==> src/rtl/vga_timing_pkg.sv <==
// Shared 640x480@60 timing constants and capture FSM type.
// Used by both the VGA driver and the sink-side capture logic.
package vga_timing_pkg;

  localparam int H_TOTAL_DEF = 800;
  localparam int H_SYNC_DEF  = 96;
  localparam int H_BP_DEF    = 48;
  localparam int H_ACT_DEF   = 640;
  localparam int V_TOTAL_DEF = 525;
  localparam int V_SYNC_DEF  = 2;
  localparam int V_BP_DEF    = 33;
  localparam int V_ACT_DEF   = 480;

  localparam logic [9:0] POS_MAX = 10'h3FF;

  typedef enum logic [1:0] {
    SEARCH  = 2'd0,
    MEASURE = 2'd1,
    LOCKED  = 2'd2
  } cap_state_t;

  // Position counters stick at the top value rather than wrapping.
  function automatic logic [9:0] sat_inc(input logic [9:0] v);
    return (v == POS_MAX) ? v : v + 10'd1;
  endfunction

endpackage

==> src/rtl/vga_capture_if.sv <==
// Video-in / pixel-out bundle for vga_capture.
// master = stream source and pixel consumer, slave = the capture block.
interface vga_capture_if;
  import vga_timing_pkg::*;

  logic        hys;
  logic        vys;
  logic [15:0] lcd_rgb;
  logic        pix_valid;
  logic [9:0]  pix_x;
  logic [9:0]  pix_y;
  logic [15:0] pix_data;
  logic        frame_start;
  logic        locked;
  logic [7:0]  err_cnt;

  modport master (
    output hys, vys, lcd_rgb,
    input  pix_valid, pix_x, pix_y, pix_data, frame_start, locked, err_cnt
  );

  modport slave (
    input  hys, vys, lcd_rgb,
    output pix_valid, pix_x, pix_y, pix_data, frame_start, locked, err_cnt
  );

endinterface

==> src/rtl/sync_edge_det.sv <==
// Registers an active-low sync input and flags its falling edge.
// fall is high for exactly one cycle, the first cycle sync reads 0.
module sync_edge_det (
  input  logic clk,
  input  logic rst,
  input  logic d,
  output logic sync,
  output logic fall
);

  logic dly;

  always_ff @(posedge clk or negedge rst) begin
    if (!rst) begin
      sync <= 1'b1;
      dly  <= 1'b1;
    end else begin
      sync <= d;
      dly  <= sync;
    end
  end

  assign fall = dly & ~sync;

endmodule

==> src/rtl/vga_capture.sv <==
// Sink-side VGA timing recovery: verifies sync cadence, then emits
// qualified pixels with x/y coordinates two clocks after sampling.
//
//   state   | meaning
//   SEARCH  | waiting for a frame start
//   MEASURE | checking one full frame of line/frame periods
//   LOCKED  | timing verified, pixels qualified
module vga_capture
  import vga_timing_pkg::*;
#(
  parameter int H_TOTAL = H_TOTAL_DEF,
  parameter int H_SYNC  = H_SYNC_DEF,
  parameter int H_BP    = H_BP_DEF,
  parameter int H_ACT   = H_ACT_DEF,
  parameter int V_TOTAL = V_TOTAL_DEF,
  parameter int V_SYNC  = V_SYNC_DEF,
  parameter int V_BP    = V_BP_DEF,
  parameter int V_ACT   = V_ACT_DEF
) (
  input  logic           clk,
  input  logic           rst,
  vga_capture_if.slave   vif
);

  localparam logic [9:0] H_OFF  = 10'(H_SYNC + H_BP);
  localparam logic [9:0] H_END  = 10'(H_SYNC + H_BP + H_ACT);
  localparam logic [9:0] V_OFF  = 10'(V_SYNC + V_BP);
  localparam logic [9:0] V_END  = 10'(V_SYNC + V_BP + V_ACT);
  localparam logic [9:0] H_LAST = 10'(H_TOTAL - 1);
  localparam logic [9:0] H_TMO  = 10'(H_TOTAL);
  localparam logic [9:0] V_LAST = 10'(V_TOTAL - 1);

  logic        s_hys;
  logic        ls;
  logic        s_vys;
  logic        v_hist;
  logic [15:0] s_rgb;
  logic [9:0]  h_pos;
  logic [9:0]  v_pos;
  logic        h_end;
  logic        armed;
  logic        fs;
  logic        line_bad;
  logic        frame_bad;
  logic        err_evt;
  logic        active;
  logic        valid_d;
  cap_state_t  state;
  cap_state_t  state_d;

  sync_edge_det u_hys_det (
    .clk  (clk),
    .rst  (rst),
    .d    (vif.hys),
    .sync (s_hys),
    .fall (ls)
  );

  always_ff @(posedge clk or negedge rst) begin
    if (!rst) begin
      s_vys  <= 1'b1;
      v_hist <= 1'b1;
      s_rgb  <= '0;
    end else begin
      s_vys <= vif.vys;
      s_rgb <= vif.lcd_rgb;
      if (ls) v_hist <= s_vys;
    end
  end

  // h_pos clears on the edge that makes LS visible, so it is 0 in the LS
  // cycle and stays aligned with s_rgb for the rest of the line.
  always_ff @(posedge clk or negedge rst) begin
    if (!rst) begin
      h_pos <= '0;
      h_end <= 1'b0;
      v_pos <= '0;
    end else begin
      h_pos <= (s_hys && !vif.hys) ? 10'd0 : sat_inc(h_pos);
      h_end <= (h_pos == H_LAST);
      if (fs)      v_pos <= '0;
      else if (ls) v_pos <= sat_inc(v_pos);
    end
  end

  assign fs        = ls && !s_vys && v_hist;
  assign line_bad  = armed && ((ls && !h_end) || (h_pos == H_TMO));
  assign frame_bad = fs && (v_pos != V_LAST);
  assign active    = (h_pos >= H_OFF) && (h_pos < H_END) &&
                     (v_pos >= V_OFF) && (v_pos < V_END);
  assign valid_d   = (state == LOCKED) && active;

  always_ff @(posedge clk or negedge rst) begin
    if (!rst) state <= SEARCH;
    else      state <= state_d;
  end

  // A coincident bad line and bad frame raise a single error event.
  always_comb begin
    state_d = state;
    err_evt = 1'b0;
    case (state)
      SEARCH: begin
        if (fs) state_d = MEASURE;
      end
      MEASURE: begin
        if (line_bad || frame_bad) begin
          state_d = SEARCH;
          err_evt = 1'b1;
        end else if (fs) begin
          state_d = LOCKED;
        end
      end
      LOCKED: begin
        if (line_bad || frame_bad) begin
          state_d = SEARCH;
          err_evt = 1'b1;
        end
      end
      default: state_d = SEARCH;
    endcase
  end

  // The line in progress at MEASURE entry may be partial, so line checks
  // wait for the first LS seen inside MEASURE.
  always_ff @(posedge clk or negedge rst) begin
    if (!rst) begin
      armed <= 1'b0;
    end else if (state_d == SEARCH) begin
      armed <= 1'b0;
    end else if (ls && (state == MEASURE)) begin
      armed <= 1'b1;
    end
  end

  always_ff @(posedge clk or negedge rst) begin
    if (!rst) begin
      vif.pix_valid   <= 1'b0;
      vif.pix_x       <= '0;
      vif.pix_y       <= '0;
      vif.pix_data    <= '0;
      vif.frame_start <= 1'b0;
      vif.locked      <= 1'b0;
      vif.err_cnt     <= '0;
    end else begin
      vif.pix_valid   <= valid_d;
      vif.pix_x       <= valid_d ? (h_pos - H_OFF) : 10'd0;
      vif.pix_y       <= valid_d ? (v_pos - V_OFF) : 10'd0;
      vif.pix_data    <= valid_d ? s_rgb : 16'd0;
      vif.frame_start <= valid_d && (h_pos == H_OFF) && (v_pos == V_OFF);
      vif.locked      <= (state_d == LOCKED);
      if (err_evt && (vif.err_cnt != 8'hFF)) vif.err_cnt <= vif.err_cnt + 8'd1;
    end
  end

endmodule

==> src/flat_wrapper.sv <==
// flat-port wrapper written by rule: the top's interface ports become plain ports
module vga_capture_flat import vga_timing_pkg::*;
#(
  parameter int H_TOTAL = H_TOTAL_DEF,
  parameter int H_SYNC  = H_SYNC_DEF,
  parameter int H_BP    = H_BP_DEF,
  parameter int H_ACT   = H_ACT_DEF,
  parameter int V_TOTAL = V_TOTAL_DEF,
  parameter int V_SYNC  = V_SYNC_DEF,
  parameter int V_BP    = V_BP_DEF,
  parameter int V_ACT   = V_ACT_DEF
)
  (clk, rst, vif_hys, vif_vys, vif_lcd_rgb, vif_pix_valid, vif_pix_x, vif_pix_y, vif_pix_data, vif_frame_start, vif_locked, vif_err_cnt);
  vga_capture_if vif_i ();
  input  logic clk;
  input  logic rst;
  input wire logic [$bits(vif_i.hys)-1:0] vif_hys;
  input wire logic [$bits(vif_i.vys)-1:0] vif_vys;
  input wire logic [$bits(vif_i.lcd_rgb)-1:0] vif_lcd_rgb;
  output wire logic [$bits(vif_i.pix_valid)-1:0] vif_pix_valid;
  output wire logic [$bits(vif_i.pix_x)-1:0] vif_pix_x;
  output wire logic [$bits(vif_i.pix_y)-1:0] vif_pix_y;
  output wire logic [$bits(vif_i.pix_data)-1:0] vif_pix_data;
  output wire logic [$bits(vif_i.frame_start)-1:0] vif_frame_start;
  output wire logic [$bits(vif_i.locked)-1:0] vif_locked;
  output wire logic [$bits(vif_i.err_cnt)-1:0] vif_err_cnt;
  assign vif_i.hys = vif_hys;
  assign vif_i.vys = vif_vys;
  assign vif_i.lcd_rgb = vif_lcd_rgb;
  assign vif_pix_valid = vif_i.pix_valid;
  assign vif_pix_x = vif_i.pix_x;
  assign vif_pix_y = vif_i.pix_y;
  assign vif_pix_data = vif_i.pix_data;
  assign vif_frame_start = vif_i.frame_start;
  assign vif_locked = vif_i.locked;
  assign vif_err_cnt = vif_i.err_cnt;
  vga_capture #(.H_TOTAL(H_TOTAL), .H_SYNC(H_SYNC), .H_BP(H_BP), .H_ACT(H_ACT), .V_TOTAL(V_TOTAL), .V_SYNC(V_SYNC), .V_BP(V_BP), .V_ACT(V_ACT)) u_core (.clk(clk), .rst(rst), .vif(vif_i));
endmodule
==> config.mk <==
export PLATFORM = sky130hd
export DESIGN_NAME = vga_capture_flat
export DESIGN_NICKNAME = d
export VERILOG_FILES = /design/src/rtl/vga_timing_pkg.sv /design/src/rtl/vga_capture_if.sv /design/src/rtl/sync_edge_det.sv /design/src/rtl/vga_capture.sv /design/src/flat_wrapper.sv
export SDC_FILE = /design/constraint.sdc
export NUM_CORES = 1
export LEC_CHECK = 0
export BUFFER_PORTS_ARGS = -buffer_cell sky130_fd_sc_hd__buf_4
export CORE_MARGIN = 2
export CORE_UTILIZATION = 35
export CTS_BUF_LIST = sky130_fd_sc_hd__clkbuf_16
export DETAILED_ROUTE_END_ITERATION = 7
export GPL_TIMING_DRIVEN = 0
export SYNTH_ARGS = -nofsm -noshare
export SYNTH_HDL_FRONTEND = slang
export SYNTH_SLANG_ARGS = --single-unit
==> constraint.sdc <==
create_clock -name clk -period 2.85 [get_ports clk]
set_input_delay 0 -clock clk [delete_from_list [all_inputs] [get_ports clk]]
set_output_delay 0 -clock clk [all_outputs]
set_load 0.01 [all_outputs]
==> run summary <==
Status: completed
First-pass DRT Iterations: 4
Drt drc: 0
Die H: 113 um
Synth Flop Type: dfrtp_1
GR Overflow Total: 0
Initial core utilization: 36.0%
Yosys top cell area share: 52.8%
Synthesized Nets: 386
DR vias: 2,975
Crit. Startpoint: u_core.h_pos[4]
CTS clk-pin slew, worst paths: 0.07 ns
Layout area overhead: 29.8%
First-pass GRT wire length: 14,300 um
WL final: 8450 um
Vias in the first global route: 2,944
CTS Root Cell: clkbuf_16
HP Start: vif_lcd_rgb[9]
Flops & latches, synth: 91
Leakage power: 2.44 nW
Critical path, cell by cell: inv_1 -> ha_1 -> nand2b_1 -> a211o_1 -> o2111ai_1 -> buf_2 -> buf_4 -> nor3_1
Final WS setup: 0.666 ns
Maxcap violations: 0
Power per cell area: 648 nW/um2
Syn avg cell area: 11.7 um2
Skew final: 0.00724 ns
Final Net Count: 482
Vias/cell: 4.98
Sequential cell area: 2280 um2
RSZ-0062 raised after global routing: no
Worst reg2reg path startpoint: u_core.h_pos[4]
Switch Pwr: 0.000896 W
Postcts setup bufs: 0
Synth Warn #: 0
DR WL/cell: 14.2 um
Register share of total power: 42.3%
Synth async-reset ratio: 100%
Post-synth EDFFs: 0
Gate count of the mapped netlist: 353
Post-synth top area cell: dfrtp_1
Arrival time at the worst endpoint: 2.40 ns
Hold WS: 0.311 ns
Post-synth cell types: 57
Final setup fails: 0
Worst Tran Pin Value: 1.13 ns
Clock power share: 41.4%
Number of I/O port buffers: 66
Share of layout cells above drive strength 1: 27.1%
All-Layer GR Usage: 14.0%
Core Region: 11,500 um2
Slew Limit Fails: 0
Die width: 113 um
Post-Syn Area: 4130 um2
Die area: 12,700 um2
Largest net degree at the start of global routing: 92
Multi-input logic area: 1640 um2
Top post-synthesis cells by area: dfrtp_1 53%, ha_1 3.9%, nor3b_1 3.6%
CP Max Fanout: 10
Synth cell count leaders: 87 x dfrtp_1, 22 x nand2_1, 22 x nor3_1, 20 x nor3b_1, 15 x a21oi_1
DR iter-0 viols: 162
Clock Path Buffers: 2
FP Rows: 39
Tot Pwr: 0.00347 W
Crit-path leading delay family: buffers and inverters
CTS H-Tree Depth: 3
Clock Sinks: 91
DP HPWL: 5640 um
Worst path max stage delay: 0.46 ns
Sw frac: 25.8%
Post-cts resize count: 0
Clock latency on the worst-skew pair: 0.33 ns
Fin. Hold Viols: 0
Critical Path Source Type: register
Tightest Hold Check Type: in -> reg
Comb power frac: 16.2%
Diodes inserted: 0
Final ANT Viol Nets: 0
Slew Limit Headroom: 24.5%
# hold bufs at CTS: 19
TritonCTS clock tree: built
Critical path's slowest cell: dfrtp_1
Layout filler cell count: 1,045
Final core occ: 46.7%
VDD IR max: 0.308 mV
Internal power: 0.00257 W
Final period util: 76.6%
Buf+Inv Stages, Crit Path: 3
I/O Pins: 67
Initial antenna violation count: 0
Dominant cell by count in the synthesized netlist: dfrtp_1
TNS Setup: 0 ns
Setup CP Type: reg -> reg
Req. time, crit path: 3.07 ns
Post-synthesis sequential area ratio: 55.3%
Fin crit period: 2.18 ns
CP endpoint kind: register
Gp weighted congestion: 0.822
DP Worst Slack: 0.661 ns
Num CTS Buffers: 9
Max frequency: 458 MHz
==> worst reg2reg max path, cell delays in order, from the launching register on <==
cell and delay (ns):
dfrtp_1 0.46, inv_1 0.15, ha_1 0.23, nand2b_1 0.09, a211o_1 0.29, o2111ai_1 0.22, buf_2 0.31, buf_4 0.23
nor3_1 0.07
==> final timing paths <==
check / to / slack [ns] / depth (start not counted)
worst max-delay path: u_core.vif.pix_x[8] / 0.67 / 8
worst min-delay path: u_core.s_rgb[9] / 0.31 / 2
worst min register to register: u_core.u_hys_det.dly / 0.39 / 0
max in group asynchronous: u_core.vif.pix_data[1] / 1.68 / 2
worst max register to register: u_core.vif.pix_x[8] / 0.67 / 8
min in group asynchronous: u_core.vif.pix_x[6] / 0.41 / 2
==> kinds of logic after synthesis <==
kind of cell,after synthesis,share of synthesized area [%]
xor gates and xnor gates,21,4.46
buffers and inverters,38,4.97
DFF,91,55.3
adders and majority gates,13,3.94
and+or+nand+nor,129,18.8
muxes,5,1.27
AOI/OAI and AO/OA,56,11.2
==> area by class of cell <==
cell class              instances  area share (%)
multi-input cells             224            30.6
clock buffers                   9            4.20
flip-flops and latches         91            42.6
inverters                      14           0.981
plain buffers                  24            2.85
repair buffers                 85            12.8
clock inverters                 7            2.64
well taps                     143            3.34
==> power groups by stage <==
stage | clock network [W] | logic, W | registers [W]
floorplan | 0 | 0.000379 | 0.00147
global placement | 0 | 0.000525 | 0.00149
detailed placement | 0 | 0.000542 | 0.00149
CTS | 0.00147 | 0.000567 | 0.00147
global route | 0.00154 | 0.000630 | 0.00148
finish | 0.00144 | 0.000564 | 0.00147
==> layout by cell type (no fill, tap or decap), drive strengths merged, types with 4 or more instances in the layout <==
master	Yosys	layout
a211oi	5	5
a21oi	16	16
buf	20	86
bufinv	0	4
clkbuf	4	13
dfrtp	87	87
dfstp	4	4
dlygate4sd3	0	19
ha	13	13
inv	14	15
nand2	22	22
nand3	5	5
nand4	8	8
nor2	13	13
nor3	25	25
nor3b	21	21
nor4	5	5
o21ai	13	13
o31ai	5	5
or3	7	7
xnor2	11	11
xor2	10	10
==> registers in the layout, summed over array words and instances (netlist names) <==
| name | cells |
|---|---|
| u_core.h_pos | 10 |
| u_core.vif.pix_x | 10 |
| u_core.vif.frame_start | 1 |
| u_core.s_vys | 1 |
| u_core.state | 2 |
| u_core.vif.err_cnt | 8 |
| u_core.h_end | 1 |
| u_core.vif.pix_data | 16 |
| u_core.u_hys_det.sync | 1 |
| u_core.vif.pix_y | 10 |
| u_core.v_pos | 10 |
| u_core.v_hist | 1 |
| u_core.armed | 1 |
| u_core.u_hys_det.dly | 1 |
| u_core.vif.pix_valid | 1 |
| u_core.s_rgb | 16 |
| u_core.vif.locked | 1 |
==> stage by stage <==
step,area [um2],std cells
2_1_floorplan,4130,353
3_3_place_gp,4800,562
3_5_place_dp,4800,562
4_1_cts,5360,597
5_1_grt,5360,597
6_report,5360,597
==> routing by layer <==
metal	vias up	track usage, %	routed length [um]
met5	-	0	0
met4	0	6.02	125
met3	11	3.73	473
met2	70	21.3	3930
met1	1441	19.1	3910
li1	1453	-	-
Power figures use the tool's default switching activity.
